===== src/rtl/switch_conditioner_pkg.sv =====
// Shared washer panel definitions: switch channel indices and tick divider helpers.
package switch_conditioner_pkg;

    localparam int CH_POWER = 0;
    localparam int CH_START = 1;
    localparam int CH_MODEL = 2;
    localparam int CH_ADD   = 3;
    localparam int CH_ORDER = 4;
    localparam int CH_CLEAN = 5;

    localparam int CLK_HZ_DEFAULT = 100_000_000;
    localparam int TICK_DIV       = CLK_HZ_DEFAULT / 1000;

    function automatic int tick_div(input int clk_hz);
        return clk_hz / 1000;
    endfunction

    // Counter width that never collapses to zero bits.
    function automatic int cnt_w(input int n);
        return (n > 1) ? $clog2(n) : 1;
    endfunction

endpackage


===== src/rtl/switch_channel.sv =====
// One panel switch: two-flop sync, tick-based debounce, edge/toggle pulses and long-hold detect.
module switch_channel
    import switch_conditioner_pkg::*;
#(
    parameter int DB_MS   = 20,
    parameter int HOLD_MS = 1000
) (
    input  logic clk,
    input  logic reset,
    input  logic tick_i,
    input  logic sw_i,
    output logic level_o,
    output logic rise_o,
    output logic fall_o,
    output logic hold_o,
    output logic toggle_o
);

    localparam int DW = cnt_w(DB_MS);
    localparam int HW = $clog2(HOLD_MS + 1);

    logic [1:0]    sync_q;
    logic          sync;
    logic [DW-1:0] db_cnt_q, db_cnt_d;
    logic [HW-1:0] hold_cnt_q, hold_cnt_d;
    logic          level_q, level_d;
    logic          rise_q, rise_d;
    logic          fall_q, fall_d;
    logic          hold_q, hold_d;
    logic          tog_q, tog_d;

    assign sync = sync_q[1];

    always_comb begin
        db_cnt_d   = db_cnt_q;
        hold_cnt_d = hold_cnt_q;
        level_d    = level_q;
        rise_d     = 1'b0;
        fall_d     = 1'b0;
        hold_d     = 1'b0;
        tog_d      = tog_q;

        // Any cycle of agreement wipes the disagreement run, so glitches leave no trace.
        if (sync == level_q) begin
            db_cnt_d = '0;
        end else if (tick_i) begin
            if (db_cnt_q == DW'(DB_MS - 1)) begin
                level_d  = sync;
                db_cnt_d = '0;
                rise_d   = sync;
                fall_d   = ~sync;
            end else begin
                db_cnt_d = db_cnt_q + DW'(1);
            end
        end

        if (rise_d) tog_d = ~tog_q;

        if (!level_q) begin
            hold_cnt_d = '0;
        end else if (tick_i && (hold_cnt_q != HW'(HOLD_MS))) begin
            hold_cnt_d = hold_cnt_q + HW'(1);
            hold_d     = (hold_cnt_d == HW'(HOLD_MS));
        end
    end

    always_ff @(posedge clk) begin
        if (!reset) begin
            sync_q     <= '0;
            db_cnt_q   <= '0;
            hold_cnt_q <= '0;
            level_q    <= 1'b0;
            rise_q     <= 1'b0;
            fall_q     <= 1'b0;
            hold_q     <= 1'b0;
            tog_q      <= 1'b0;
        end else begin
            sync_q     <= {sync_q[0], sw_i};
            db_cnt_q   <= db_cnt_d;
            hold_cnt_q <= hold_cnt_d;
            level_q    <= level_d;
            rise_q     <= rise_d;
            fall_q     <= fall_d;
            hold_q     <= hold_d;
            tog_q      <= tog_d;
        end
    end

    assign level_o  = level_q;
    assign rise_o   = rise_q;
    assign fall_o   = fall_q;
    assign hold_o   = hold_q;
    assign toggle_o = tog_q;

endmodule


===== src/rtl/switch_conditioner.sv =====
// Washer panel switch front end: shared 1 kHz prescaler feeding one conditioner per switch.
module switch_conditioner
    import switch_conditioner_pkg::*;
#(
    parameter int N_CH    = 6,
    parameter int CLK_HZ  = 100_000_000,
    parameter int DB_MS   = 20,
    parameter int HOLD_MS = 1000
) (
    input  logic            clk,
    input  logic            reset,
    input  logic [N_CH-1:0] sw_in,
    output logic [N_CH-1:0] sw_level,
    output logic [N_CH-1:0] sw_rise,
    output logic [N_CH-1:0] sw_fall,
    output logic [N_CH-1:0] sw_hold,
    output logic [N_CH-1:0] sw_toggle,
    output logic            ms_tick
);

    localparam int DIV = tick_div(CLK_HZ);
    localparam int PW  = cnt_w(DIV);

    logic [PW-1:0] pre_q, pre_d;

    always_comb begin
        pre_d = pre_q + PW'(1);
        if (pre_q == PW'(DIV - 1)) pre_d = '0;
    end

    always_ff @(posedge clk) begin
        if (!reset) pre_q <= '0;
        else        pre_q <= pre_d;
    end

    assign ms_tick = (pre_q == PW'(DIV - 1));

    for (genvar g = 0; g < N_CH; g++) begin : g_ch
        switch_channel #(
            .DB_MS  (DB_MS),
            .HOLD_MS(HOLD_MS)
        ) u_ch (
            .clk     (clk),
            .reset   (reset),
            .tick_i  (ms_tick),
            .sw_i    (sw_in[g]),
            .level_o (sw_level[g]),
            .rise_o  (sw_rise[g]),
            .fall_o  (sw_fall[g]),
            .hold_o  (sw_hold[g]),
            .toggle_o(sw_toggle[g])
        );
    end

endmodule

===== config.mk =====
export PLATFORM = sky130hd
export DESIGN_NAME = switch_conditioner
export DESIGN_NICKNAME = d
export VERILOG_FILES = /design/src/rtl/switch_conditioner_pkg.sv /design/src/rtl/switch_channel.sv /design/src/rtl/switch_conditioner.sv
export SDC_FILE = /design/constraint.sdc
export NUM_CORES = 1
export LEC_CHECK = 0
export ABC_AREA = 1
export CELL_PAD_IN_SITES_DETAIL_PLACEMENT = 2
export CELL_PAD_IN_SITES_GLOBAL_PLACEMENT = 2
export CORE_AREA = 2 2 153 155
export DETAILED_ROUTE_END_ITERATION = 12
export DIE_AREA = 0 0 155 157
export HOLD_SLACK_MARGIN = 0.05
export PLACE_DENSITY_LB_ADDON = 0.05
export REMOVE_ABC_BUFFERS = 1
export SETUP_SLACK_MARGIN = 0.2
export SLEW_MARGIN = 15
export SYNTH_ARGS = -nofsm -noshare
export SYNTH_HDL_FRONTEND = slang
export SYNTH_SLANG_ARGS = --single-unit
export TNS_END_PERCENT = 1

===== constraint.sdc =====
create_clock -name clk -period 2.6 [get_ports clk]
set_input_delay 0.52 -clock clk [delete_from_list [all_inputs] [get_ports clk]]
set_output_delay 0.52 -clock clk [all_outputs]
set_load 0.005 [all_outputs]

==> flow_summary_export.csv, run 1 <==
group,metric,value,unit
synth,syn_inst,1219,
grt,grt_pass1_wl,40430,um
die,die_h,157,um
power_and_ir_drop,switching_power,1.086,mW
grt,grt_max_degree,39,
timing,finalMaxSlewViolations,0,
synth,syn_avg_cell_area,6.571,um2
hold_path,min_from,"g_ch[1].u_ch.sync_q[0]",
synth,syn_area,0.008010,mm2
timing,timing.slew.headroom,52.86,%
routing,ant_nets,0,
worst_setup_path,r2r-end,"g_ch[4].u_ch.hold_cnt_q[9]",
routing,wl_met3,328,um
placement,dp.cells,1502,
power_and_ir_drop,ir_drop,0.0003998,V
placement,numPortBuffers,38,
clocking,clk_path_buf_depth,2,
die,io_pins,39,
clocking,numCtsBuffers,17,
worst_setup_path,arrival,1760,ps
worst_setup_path,end_kind,"output pin",
timing,hold_viol,0,
timing,max_freq,0.4394,GHz
clocking,root_buffer,"clkbuf_16",
power_and_ir_drop,p_comb_share,1.4,%
worst_setup_path,r2r_setup_slack,490,ps
worst_setup_path,path_max_fanout,6,
worst_setup_path,cp_data_required_time,2080,ps
synth,synth_enable_flop_cells,0,
routing,via_per_inst,4.931,
synth,yosysWarnings,0,
timing,timing.final.crit_period,2276,ps
synth,async_flop_share,0,%
timing,min_period_over_period,87.54,%
finish,nets,1263,
clocking,cts_max_level,4,
worst_setup_path,reg2reg_depth,9,
worst_setup_path,worstSetupPathType,"reg -> out",
timing,rsz0062_at_grt,"no",
timing,fin_skew,11.65,ps
clocking,clock-sinks,149,
synth,ys_types,34,
hold_path,whs_endpoint,"g_ch[1].u_ch.sync_q[1]",
finish,stdcell_count,1534,
clocking,postCtsSetupRepairBufs,0,
clocking,ctsHoldBuffers,0,
die,fp.dieArea,0.02434,mm2
die,start_util,35.60,%
worst_setup_path,cp-start-kind,"register",
routing,wl_met1,11530,um
grt,track_usage,20.47,%
routing,wl_per_cell,15.40,um
flow_run,drv_cap,0,
grt,grt_antenna_before_repair,0,
worst_setup_path,worstReg2RegStart,"pre_q[0]",
grt,first_global_vias,8145,
routing,totalWireLength,23620,um
power_and_ir_drop,switching_share,22.89,%
routing,drt-pass1-iter-count,4,
timing,finalSetupViolCount,0,
synth,ys_seq_elements,149,
routing,dr.max_layer_used,"met4",
die,fp.dieW,155,um
clocking,cts_tree,"yes",
finish,drive_gt1_share,5.685,%
routing,route.detailed.drc,0,
placement,gp_congestion,0.7720,
grt,overflow,0,
clocking,clk_pin_slew,70,ps
routing,drtIter0Drc,265,
routing,vias,7564,
synth,ys_seq_area_share,37.24,%
hold_path,min_path_type,"reg -> reg",
die,core,0.02250,mm2
clocking,clk_latency,430,ps
power_and_ir_drop,p_leak,3.801,nW
placement,hpwl,17420,um
hold_path,min_delay_path_depth,2,
synth,synth-main-ff-cell,"dfxtp_1",
power_and_ir_drop,p_int,3.660,mW
timing,tightest_slew,699.6,ps
finish,area_growth,12.98,%
finish,num_antenna_cells,0,
die,num_rows,55,
outcome,status,"completed",
timing,tns,0,ps
routing,route.met2.wl,11570,um
power_and_ir_drop,p_clk_share,50.1,%
power_and_ir_drop,p_seq_share,48.5,%
power_and_ir_drop,power_density,524.5,mW/mm2
cell type report:
type,instances,area (um2)
clock buffers,20,446.7
clock inverters,12,106.4
fillers,2767,13450
inverters,165,621.8
multi-input cells,853,4055
flip-flops and latches,149,2984
well taps,285,356.6
repair buffers,50,479.2
Yosys cell counts (8+ instances only):
cell type	number	area [um2]
o21ai_0	58	290.3
nor2_1	235	882.1
xor2_1	29	254.0
ha_1	19	237.7
dfxtp_1	149	2983
nand3_1	87	435.4
nand4_1	32	200.2
a21oi_1	47	235.2
inv_1	158	593.1
nor3_1	25	125.1
nand2_1	286	1074
buf_4	32	240.2
buf_2	8	40.04
flip-flops by register name (all words and copies together), names as in the netlist:
signal,flops
g_ch.u_ch.fall_o,6
g_ch.u_ch.hold_cnt_q,60
g_ch.u_ch.hold_o,6
pre_q,17
g_ch.u_ch.sync_q,12
g_ch.u_ch.level_o,6
g_ch.u_ch.rise_o,6
g_ch.u_ch.toggle_o,6
g_ch.u_ch.db_cnt_q,30
through the flow:
step	util (%)	hold WS [ps]	total power [mW]	cell area, um2	setup slack, ps
final	40.22	415.0	4.747	9050	324.0
after global routing	40.22	441.0	4.916	9050	211.6
after CTS	40.18	418.2	4.830	9041	213.7
after detailed placement	37.71	402.9	2.422	8487	344.2
after global placement	37.71	397.2	2.418	8487	422.1
after floorplan	-	390.0	2.381	7647	128.5
power by group through the flow:
stage               Clock, mW  Combinational (mW)  Sequential (mW)
finish                   2.38              0.0667             2.30
global route             2.54              0.0762             2.30
CTS                      2.46              0.0681             2.30
detailed placement          0              0.0671             2.35
global placement            0              0.0639             2.35
floorplan                   0              0.0292             2.35
critical path, stage by stage, from the launching register on:
cell and delay (ps):
dfxtp_2 340, ha_2 200, nand2_2 100, nor2_8 160, nand3_2 130, nor2_4 130, clkdlybuf4s15_2 270
routing by layer:
layer  GRT usage, %  vias up
met2          36.38       52
met5              0        -
met3          2.506       12
li1               -     3829
met4          5.115        0
met1          26.38     3671
repair_timing:
item / CTS / global route
gates resized for setup: 3 / 3
pin swaps: 0 / 0
endpoints found under the setup margin: 1 / 7
cloned: 0 / 0
cells in the final DEF, fill, tap and decap left out, drive strengths merged:
cell type and instances:
a21oi 47, buf 13, bufinv 1, clkbuf 20
clkdlybuf4s15 1, clkdlybuf4s50 36, clkinv 9, clkinvlp 4
dfxtp 149, ha 19, inv 163, nand2 293
nand2b 1, nand3 89, nand3b 6, nand4 32
nor2 243, nor3 26, nor3b 1, nor4 1
o211ai 2, o21ai 59, xnor2 5, xor2 29
logic make-up after synthesis:
group	synth area share (%)
AO/OA/AOI/OAI	6.810
flip-flops	37.24
XOR/XNOR	3.718
buffers and inverters	12.29
AND/OR/NAND/NOR	36.97
adder cells (fa/ha/maj)	2.968
worst max-delay path by stage:
stage | end | slack (ps) | from | cells after the start
final | ms_tick | 320 | pre_q[0] | 6
after global routing | ms_tick | 210 | pre_q[0] | 6
after CTS | ms_tick | 210 | pre_q[0] | 6
after detailed placement | ms_tick | 340 | pre_q[0] | 6
after global placement | ms_tick | 420 | pre_q[0] | 6
after floorplan | g_ch[4].u_ch.hold_cnt_q[0] | 130 | pre_q[16] | 7
No activity file was read; power rests on OpenSTA's default activity.
==> run 2, diff against run 1 <==
- CAP_MARGIN: not set -> 30
==> results of run 2 <==
Same layout as run 1: the final DEF is identical, and so are final timing and power.
==> run 3, diff against run 2 <==
- CAP_MARGIN: 30 -> 40
- CTS_BUF_LIST: not set -> sky130_fd_sc_hd__clkbuf_8 sky130_fd_sc_hd__clkbuf_16
==> flow_summary_export.csv, run 3 (synthesis results as in run 1) <==
group,metric,value,unit
power_and_ir_drop,power.total,4.739,mW
flow_run,drv_cap,0,
timing,tns,0,ps
die,die_h,157,um
clocking,cts_tree,"yes",
grt,track_usage,20.47,%
routing,drt-pass1-iter-count,4,
clocking,clk_latency,430,ps
die,num_rows,55,
grt,grt_max_degree,39,
timing,tightest_slew,699.6,ps
finish,layout_commonest_cell,"nand2_1",
worst_setup_path,arrival,1760,ps
clocking,postCtsSetupRepairBufs,0,
timing,max_freq,0.4393,GHz
worst_setup_path,cp-start-kind,"register",
grt,first_global_vias,8145,
finish,nets,1263,
clocking,numCtsBuffers,17,
routing,totalWireLength,23620,um
routing,ant_nets,0,
finish,reg.largest.list,"g_ch.u_ch.hold_cnt_q (60), g_ch.u_ch.db_cnt_q (30), pre_q (17)",
timing,fin_skew,11.65,ps
timing,finalMaxSlewViolations,0,
routing,route.detailed.drc,0,
timing,timing.final.crit_period,2276,ps
timing,rsz0062_at_grt,"no",
hold_path,min_path_type,"reg -> reg",
hold_path,min_delay_path_depth,2,
finish,drive_gt1_share,5.685,%
grt,overflow,0,
worst_setup_path,cp_data_required_time,2080,ps
grt,grt_antenna_before_repair,0,
placement,post-place-ws,344.2,ps
placement,numPortBuffers,38,
die,io_pins,39,
clocking,clk_path_buf_depth,2,
worst_setup_path,worstSetupPathType,"reg -> out",
timing,timing.slew.headroom,52.86,%
finish,final_area,0.009050,mm2
finish,regMostFlops,"g_ch.u_ch.hold_cnt_q",
timing,fin_ws,323.9,ps
placement,dp.cells,1502,
finish,num_antenna_cells,0,
power_and_ir_drop,power_density,523.6,mW/mm2
timing,hold_viol,0,
worst_setup_path,worstReg2RegStart,"pre_q[0]",
placement,place_area,0.008487,mm2
clocking,clock-sinks,149,
clocking,cts_max_level,4,
routing,drtIter0Drc,266,
die,fp.dieArea,0.02434,mm2
power_and_ir_drop,p_leak,3.809,nW
placement,hpwl,17420,um
finish,largest_reg_flops,60,
die,start_util,35.60,%
finish,stdcell_count,1534,
timing,whs,415.0,ps
outcome,status,"completed",
clocking,clk_pin_slew,70,ps
timing,min_period_over_period,87.54,%
clocking,ctsHoldBuffers,0,
worst_setup_path,critPathLaunch,"pre_q[0]",
routing,wl_per_cell,15.40,um
finish,layout_common_cells,"286 x nand2_1, 235 x nor2_1, 160 x inv_1",
worst_setup_path,path_max_fanout,6,
timing,finalSetupViolCount,0,
placement,gp_congestion,0.7720,
die,fp.dieW,155,um
routing,vias,7559,
grt,grt_pass1_wl,40430,um
finish,final_util,40.22,%
hold_path,min_from,"g_ch[1].u_ch.sync_q[0]",
worst_setup_path,end_kind,"output pin",
finish,area_growth,12.98,%
clocking,root_buffer,"clkbuf_16",
routing,via_per_inst,4.928,
worst_setup_path,reg2reg_depth,9,
power_and_ir_drop,ir_drop,0.0003999,V
die,core,0.02250,mm2
[run 3: power breakdown]
group / internal, mW / switching (mW)
registers: 2.29 / 0.00886
logic: 0.0248 / 0.0418
clock network: 1.33 / 1.04
[run 3: layout make-up]
class                   instances  area [um2]
repair buffers                 50       479.2
multi-input cells             853        4055
clock buffers                  18       439.2
inverters                     165       621.8
well taps                     285       356.6
clock inverters                14       113.9
fillers                      2767       13450
flip-flops and latches        149        2984
[run 3: worst paths after layout]
| check | to | slack, ps |
|---|---|---|
| worst min-delay path | g_ch[1].u_ch.sync_q[1] | 410 |
| worst max register to register | g_ch[4].u_ch.hold_cnt_q[9] | 490 |
| worst min register to register | g_ch[1].u_ch.sync_q[1] | 410 |
| worst max-delay path | ms_tick | 320 |
[run 3: repair_timing]
action	CTS	global route
gates resized for setup	3	3
endpoints found under the setup margin	1	7
pin swaps	0	0
[run 3: worst max-delay path, cell delays in order (launching register included)]
cell and delay [ps]:
dfxtp_2 340, ha_2 200, nand2_2 100, nor2_8 160, nand3_2 130, nor2_4 130
clkdlybuf4s15_2 270
[run 3: layer usage]
layer | global-route usage [%] | vias up | wire length (um)
li1 | - | 3829 | -
met2 | 36.38 | 51 | 11570
met4 | 5.115 | 0 | 197
met5 | 0 | - | 0
met1 | 26.38 | 3667 | 11510
met3 | 2.506 | 12 | 340
